--- config.mk ---
export PLATFORM = sky130hd
export DESIGN_NAME = pad_reader
export DESIGN_NICKNAME = d
export VERILOG_FILES = /design/src/rtl/game_pkg.sv /design/src/rtl/sync_2ff.sv /design/src/rtl/pad_reader.sv
export SDC_FILE = /design/constraint.sdc
export NUM_CORES = 1
export LEC_CHECK = 0
export CORE_ASPECT_RATIO = 0.75
export CORE_MARGIN = 3
export CORE_UTILIZATION = 53
export CTS_CLUSTER_DIAMETER = 60
export DETAILED_ROUTE_END_ITERATION = 12
export PLACE_DENSITY = 0.86
export REMOVE_ABC_BUFFERS = 1
export SETUP_SLACK_MARGIN = 0.15
export SYNTH_ARGS = -nofsm -noshare
export SYNTH_HDL_FRONTEND = slang
export SYNTH_SLANG_ARGS = --single-unit
export TNS_END_PERCENT = 30
--- constraint.sdc ---
create_clock -name clk -period 1.68 [get_ports clk]
set_input_delay 0.42 -clock clk [delete_from_list [all_inputs] [get_ports clk]]
set_output_delay 0.42 -clock clk [all_outputs]
set_load 0.01 [all_outputs]
--- src/rtl/game_pkg.sv ---
// game_pkg: shared types and constants for the game front-end blocks.
//   - Button bit positions of the NES pad scan word (raw_btn).
//   - pad_state_t: scan FSM state encoding used by pad_reader.
//   - Default pad timing constants (clk cycles at 50 MHz).
//   - decode_btn(): maps a committed scan word to player control levels.
package game_pkg;

    localparam int BTN_A      = 0;
    localparam int BTN_B      = 1;
    localparam int BTN_SELECT = 2;
    localparam int BTN_START  = 3;
    localparam int BTN_UP     = 4;
    localparam int BTN_DOWN   = 5;
    localparam int BTN_LEFT   = 6;
    localparam int BTN_RIGHT  = 7;

    localparam int PAD_LATCH_CYC = 600;
    localparam int PAD_HALF_CYC  = 300;
    localparam int PAD_POLL_CYC  = 833333;

    typedef enum logic [2:0] {
        ST_IDLE   = 3'd0,
        ST_LATCH  = 3'd1,
        ST_CLK_LO = 3'd2,
        ST_CLK_HI = 3'd3,
        ST_COMMIT = 3'd4
    } pad_state_t;

    typedef struct packed {
        logic right;
        logic left;
        logic jump;
        logic squat;
        logic defend;
    } pad_ctrl_t;

    // Opposing directions cancel; jump wins over squat.
    function automatic pad_ctrl_t decode_btn(input logic [7:0] btn);
        pad_ctrl_t c;
        logic      jmp;
        jmp      = btn[BTN_A] | btn[BTN_UP];
        c.right  = btn[BTN_RIGHT] & ~btn[BTN_LEFT];
        c.left   = btn[BTN_LEFT] & ~btn[BTN_RIGHT];
        c.jump   = jmp;
        c.squat  = btn[BTN_DOWN] & ~jmp;
        c.defend = btn[BTN_B];
        return c;
    endfunction

endpackage

--- src/rtl/sync_2ff.sv ---
// sync_2ff: two-flop synchronizer for a single asynchronous input.
//   clk      in  system clock
//   rst_n    in  asynchronous active-low reset
//   d        in  asynchronous input
//   q        out synchronized output (RST_VAL while in reset)
// RST_VAL defaults to 1 so an active-low input reads "released" out of reset.
module sync_2ff #(
    parameter logic RST_VAL = 1'b1
) (
    input  logic clk,
    input  logic rst_n,
    input  logic d,
    output logic q
);

    logic meta;

    always_ff @(posedge clk or negedge rst_n) begin
        if (!rst_n) begin
            meta <= RST_VAL;
            q    <= RST_VAL;
        end else begin
            meta <= d;
            q    <= meta;
        end
    end

endmodule

--- src/rtl/pad_reader.sv ---
// pad_reader: NES-style serial gamepad front end.
//   clk         in  system clock
//   rst_n       in  asynchronous active-low reset
//   pad_data    in  serial pad data, asynchronous, low = pressed
//   pad_latch   out latch strobe to pad
//   pad_clk     out shift clock to pad, idles high
//   right/left/jump/squat/defend  out  player control levels
//   raw_btn     out last committed scan, active-high (bit0=A .. bit7=Right)
//   frame_done  out one-cycle pulse when the outputs update
// Build option: define PAD_DEBOUNCE_EN to commit a scan only when it
// matches the previous scan's bits.
//
// state     | meaning
// ----------+--------------------------------------------------------
// ST_IDLE   | waiting for the poll counter to wrap
// ST_LATCH  | pad_latch high LATCH_CYC cycles, bit0 sampled on last
// ST_CLK_LO | pad_clk low HALF_CYC cycles
// ST_CLK_HI | pad_clk high HALF_CYC cycles, bit_idx sampled on last
// ST_COMMIT | one cycle, scan copied to outputs
module pad_reader
    import game_pkg::*;
#(
    parameter int LATCH_CYC = PAD_LATCH_CYC,
    parameter int HALF_CYC  = PAD_HALF_CYC,
    parameter int POLL_CYC  = PAD_POLL_CYC
) (
    input  logic       clk,
    input  logic       rst_n,
    input  logic       pad_data,
    output logic       pad_latch,
    output logic       pad_clk,
    output logic       right,
    output logic       left,
    output logic       jump,
    output logic       squat,
    output logic       defend,
    output logic [7:0] raw_btn,
    output logic       frame_done
);

    localparam int PW     = $clog2(POLL_CYC);
    localparam int PH_MAX = (LATCH_CYC > HALF_CYC) ? LATCH_CYC : HALF_CYC;
    localparam int PHW    = (PH_MAX > 1) ? $clog2(PH_MAX) : 1;

    localparam logic [PW-1:0]  POLL_LAST  = PW'(POLL_CYC - 1);
    localparam logic [PHW-1:0] LATCH_LOAD = PHW'(LATCH_CYC - 1);
    localparam logic [PHW-1:0] HALF_LOAD  = PHW'(HALF_CYC - 1);

    pad_state_t     state, state_next;
    logic [PW-1:0]  poll_cnt;
    logic [PHW-1:0] phase_cnt;
    logic [PHW-1:0] phase_load;
    logic           load_en;
    logic           sample_en;
    logic           commit_en;
    logic           idx_inc;
    logic           do_commit;
    logic           start_req;
    logic [2:0]     bit_idx;
    logic [7:0]     shreg;
    logic           pad_sync;
    pad_ctrl_t      ctl_q;
    pad_ctrl_t      ctl_next;

    sync_2ff #(.RST_VAL(1'b1)) u_sync_data (
        .clk   (clk),
        .rst_n (rst_n),
        .d     (pad_data),
        .q     (pad_sync)
    );

    // Free-running poll counter; a zero count is the scan start request,
    // so the first scan starts on the first clock after reset release.
    always_ff @(posedge clk or negedge rst_n) begin
        if (!rst_n) begin
            poll_cnt <= '0;
        end else if (poll_cnt == POLL_LAST) begin
            poll_cnt <= '0;
        end else begin
            poll_cnt <= poll_cnt + 1'b1;
        end
    end

    assign start_req = (poll_cnt == '0);

    always_ff @(posedge clk or negedge rst_n) begin
        if (!rst_n) begin
            state <= ST_IDLE;
        end else begin
            state <= state_next;
        end
    end

    // Phase timer is a down-counter; each timed state ends on terminal count 0.
    always_comb begin
        state_next = state;
        phase_load = '0;
        load_en    = 1'b0;
        sample_en  = 1'b0;
        commit_en  = 1'b0;
        idx_inc    = 1'b0;
        case (state)
            ST_IDLE: begin
                if (start_req) begin
                    state_next = ST_LATCH;
                    phase_load = LATCH_LOAD;
                    load_en    = 1'b1;
                end
            end
            ST_LATCH: begin
                if (phase_cnt == '0) begin
                    sample_en  = 1'b1;
                    idx_inc    = 1'b1;
                    state_next = ST_CLK_LO;
                    phase_load = HALF_LOAD;
                    load_en    = 1'b1;
                end
            end
            ST_CLK_LO: begin
                if (phase_cnt == '0) begin
                    state_next = ST_CLK_HI;
                    phase_load = HALF_LOAD;
                    load_en    = 1'b1;
                end
            end
            ST_CLK_HI: begin
                if (phase_cnt == '0) begin
                    sample_en = 1'b1;
                    if (bit_idx == 3'd7) begin
                        state_next = ST_COMMIT;
                    end else begin
                        idx_inc    = 1'b1;
                        state_next = ST_CLK_LO;
                        phase_load = HALF_LOAD;
                        load_en    = 1'b1;
                    end
                end
            end
            ST_COMMIT: begin
                commit_en  = 1'b1;
                state_next = ST_IDLE;
            end
            default: begin
                state_next = ST_IDLE;
            end
        endcase
    end

    always_ff @(posedge clk or negedge rst_n) begin
        if (!rst_n) begin
            phase_cnt <= '0;
            bit_idx   <= '0;
            shreg     <= '0;
        end else begin
            if (load_en) begin
                phase_cnt <= phase_load;
            end else if (phase_cnt != '0) begin
                phase_cnt <= phase_cnt - 1'b1;
            end

            if (state == ST_IDLE) begin
                bit_idx <= '0;
            end else if (idx_inc) begin
                bit_idx <= bit_idx + 1'b1;
            end

            if (sample_en) begin
                shreg[bit_idx] <= ~pad_sync;
            end
        end
    end

    // Pad strobes are registered from the next state so they are glitch-free
    // and line up exactly with the state they belong to.
    always_ff @(posedge clk or negedge rst_n) begin
        if (!rst_n) begin
            pad_latch <= 1'b0;
            pad_clk   <= 1'b1;
        end else begin
            pad_latch <= (state_next == ST_LATCH);
            pad_clk   <= (state_next != ST_CLK_LO);
        end
    end

`ifdef PAD_DEBOUNCE_EN
    logic [7:0] cand;
    logic       cand_valid;

    // Every completed scan becomes the new candidate; it only reaches the
    // outputs when it repeats the previous scan bit-for-bit.
    always_ff @(posedge clk or negedge rst_n) begin
        if (!rst_n) begin
            cand       <= '0;
            cand_valid <= 1'b0;
        end else if (commit_en) begin
            cand       <= shreg;
            cand_valid <= 1'b1;
        end
    end

    assign do_commit = commit_en && cand_valid && (shreg == cand);
`else
    assign do_commit = commit_en;
`endif

    assign ctl_next = decode_btn(shreg);

    always_ff @(posedge clk or negedge rst_n) begin
        if (!rst_n) begin
            raw_btn    <= '0;
            ctl_q      <= '0;
            frame_done <= 1'b0;
        end else begin
            frame_done <= do_commit;
            if (do_commit) begin
                raw_btn <= shreg;
                ctl_q   <= ctl_next;
            end
        end
    end

    assign right  = ctl_q.right;
    assign left   = ctl_q.left;
    assign jump   = ctl_q.jump;
    assign squat  = ctl_q.squat;
    assign defend = ctl_q.defend;

endmodule
==> run metrics, run 1 <==
CTS tree yes; share of the synthesized area in the top cell type 50.8%; DIE WIDTH 90.8 µm; fin util 77.7%; arrival time at the worst endpoint 2.04 ns; FP Rows 22; Root Driver clkbuf_8; Via Count 2481; r2r worst-path depth 6; multiplexer share of the synthesized area 6.88%; synthesized flop and latch total 61; Remaining Overflow, GRT 0; simple-gate area share of the yosys netlist 20.2%; dpl hpwl 4370 µm; Cell Chain, Critical Path inv_2 > ha_4 > nor3b_4 > and3_4 > and4_1 > mux2_4; CP max-delay cell dfrtp_1; number of distinct library cells after synthesis 39; period utilization 108%; Synth area leaders dfrtp_1 (51%), xnor2_1 (5.2%), mux2_2 (5.1%); Synth Warn # 0; cts bufs inserted 9; vias in the first global route 2436; number of H-tree levels 3; total power 0.00268 W; max-slew violation total from the final report 0; post-route cell area 0.00391 mm²; fraction of layout cells with a size suffix above 1 36.4%; Routed WL per cell 17.7 µm; drt first pass iters 5; Worst setup startpoint phase_cnt[1]; area leader, netlist dfrtp_1; register area 0.00153 mm²; Crit Path Max Fanout 6; Avg Cell Area, Syn 10.5 µm²; crit path capture shreg[2]; failing checks negative setup slack; FMAX 0.553 GHz; RSZ-0062 raised after global routing yes; CTS max path bufs 2; sequential share of the synthesized area 53.6%; area of the multi-input gates 0.00142 mm²; Clock Skew 0.00861 ns; synthesized area 0.00286 mm²; num ports 19; status complete, but fails checks; area grow syn2layout 37.0%; r2r setup slk -0.13 ns; Worst setup EP type flop; Setup-failing EPs final 26; peak supply drop 0.697 mV; max-cap violation count 0; Filler cells 281; Synth Area in Compound Gates 6.66%; antenna violations before repair 0; GRT Overall Usage 24.4%; Clock Latency Late Sink 0.35 ns; slew at the pin with the worst max-slew slack 0.511 ns; minimum clock period 1.81 ns; Slew HR 65.8%; Die H 69.6 µm; Critical R2R Capture shreg[2]; routed wl met3 431 µm; final antenna-violating net count 0; hold crit path type in -> async; WP buf/inv 1; max incr delay on CP 0.40 ns; XOR/XNOR Fraction of Synth Area 6.75%; worst setup margin -0.129 ns; first-pass GRT wire length 11900 µm; kind of critical path reg -> reg; WP data required 1.92 ns; Final Hold Fails 0; Syn Inst Count 273; Adder-Cell Fraction of Synth Area 2.19%; CTS sink cnt 61; drt drc 0; DRT met1 WL 3050 µm; die area 0.00631 mm²; Startpoint Class flop; critical path's top delay family simple AND/OR/NAND/NOR gates; LEAKAGE 1.82 nW; Initial Util 56.7%; dpl cell area 0.00342 mm²; IO buf count 18; top layer in use met4; drt total wl 7600 µm; Vias/cell 5.78; Met2 Wirelength 3810 µm; Final GP Congestion 0.886; Levels on crit path 6; pwr dens 684 mW/mm²; pin count of the biggest net entering global routing 62; largest family of logic cells by synthesized area simple AND/OR/NAND/NOR gates; core area 0.00504 mm²; number of diodes 0; Final nets 360; register clock-pin slew on the reported worst setup and hold paths 0.07 ns; drt initial violations 157; R2R Path Start phase_cnt[1]
==> area by class of cell <==
class	instances	area share, %
Timing Repair Buffer	78	16.4
Sequential cell	61	39.1
Clock inverter	2	0.256
Multi-Input combinational cell	186	36.3
Clock buffer	14	4.16
Inverter	16	1.54
Tap cell	72	2.30
==> worst reg2reg max path, delay by kind of cell (launching register included) <==
| kind | cells | cell delay [ns] |
|---|---|---|
| buf+inv | 1 | 0.08 |
| fa+ha+maj | 1 | 0.13 |
| mux | 1 | 0.30 |
| simple gates | 3 | 0.77 |
| flops | 1 | 0.40 |
==> sequential cells by signal, indices dropped and copies added (netlist names) <==
register / cells
poll_cnt: 20
phase_cnt: 10
raw_btn: 8
shreg: 8
bit_idx: 3
state: 3
frame_done: 1
jump: 1
left: 1
pad_clk: 1
pad_latch: 1
right: 1
squat: 1
u_sync_data.meta: 1
u_sync_data.q: 1
==> synthesized netlist by cell type <==
cell type,instances
a21oi_1,4
xnor2_1,17
nor3_1,11
nor4_4,1
clkbuf_2,2
a31oi_1,2
clkbuf_1,5
mux2_2,13
nand4b_1,1
nand2_1,24
or4_1,3
o31ai_1,4
nor4b_1,1
nand4_1,8
ha_1,5
nand2b_1,3
nor4_1,7
o211ai_1,1
buf_4,1
and3_1,2
dfrtp_1,58
or4_4,1
a211oi_1,1
mux2i_1,5
o21ai_0,14
xor2_1,5
nor2_1,25
dfstp_2,3
nor2b_1,4
nor3b_1,3
and4_1,3
buf_2,2
nand3_1,12
a41oi_1,1
or3_1,1
o2bb2ai_1,1
inv_1,16
a21o_1,1
a22o_1,2
==> metrics by stage <==
stage               worst slack, ns  setup TNS, ns  hold slack, ns  cells
global route                 -0.194          -4.47          0.0898    429
detailed placement           -0.280          -4.34           0.349    398
CTS                          -0.104         -0.924          0.0789    423
global placement             -0.201          -2.46           0.349    398
floorplan                    -0.364          -4.93           0.124    263
finish                       -0.129          -1.90          0.0609    429
==> layer usage <==
layer,global-route usage [%],vias to the layer above
li1,-,1112
met1,30.5,1232
met2,38.7,103
met3,7.38,34
met4,12.1,0
met5,0,-
==> cells by family (layout without fill, tap and decap cells) <==
family,Yosys count,in the layout
mux,18,18
compound gates,31,31
buf+inv,26,110
xor+xnor,22,22
fa+ha+maj,5,5
simple gates,110,110
flops,61,61
==> where the power goes <==
part / internal [W] / total (W) / switching (W) / leakage, nW
clock: 0.000612 / 0.00116 / 0.000549 / 0.0905
combinational: 0.00000825 / 0.0000394 / 0.0000312 / 0.936
sequential: 0.00147 / 0.00148 / 0.00000181 / 0.792
total: 0.00209 / 0.00268 / 0.000582 / 1.82
==> cells in the final DEF (no fill, tap or decap), types with 2 or more instances in the layout <==
cell type and count:
xnor2_1 17, buf_4 52, nor2b_1 4, dlygate4sd2_1 15, mux2_4 2, o21ai_1 3
mux2_2 11, nand4_1 8, clkbuf_1 3, inv_1 12, nor2_1 22, dfstp_2 3
mux2i_1 5, clkinv_2 2, clkbuf_8 11, ha_4 2, nor3_2 2, xor2_1 5
buf_6 7, o31ai_1 3, ha_1 2, nor4_1 4, a31oi_1 2, nand2b_1 3
o21ai_0 6, or4_4 4, nand2_2 3, nor3_1 9, nand3_2 3, nand2_1 21
buf_2 2, inv_2 4, nor4_2 3, nor2_2 2, o21ai_2 5, nand3_1 8
dfrtp_1 58, a21oi_1 3, a22o_1 2, and4_1 3
==> worst min path at each step <==
stage | from | end | slack [ns]
after floorplan | rst_n | bit_idx[0] | 0.12
final | rst_n | phase_cnt[4] | 0.06
after global routing | rst_n | poll_cnt[19] | 0.09
after detailed placement | u_sync_data.meta | u_sync_data.q | 0.35
after global placement | u_sync_data.meta | u_sync_data.q | 0.35
after CTS | rst_n | phase_cnt[4] | 0.08
==> timing repair <==
item	CTS	global route
gates cloned	0	0
setup endpoints to repair	67	49
hold endpoints to repair	0	0
buffers inserted	9	6
pin swaps	23	11
hold buffers	0	0
resized for setup	67	14
(Power assumes the default switching activity.)
==> inputs of run 2 (changes only) <==
Settings changed: CTS_CLUSTER_SIZE from default to 20.
==> results of run 2 <==
The final DEF is identical to that of run 1; final timing and power are the same.
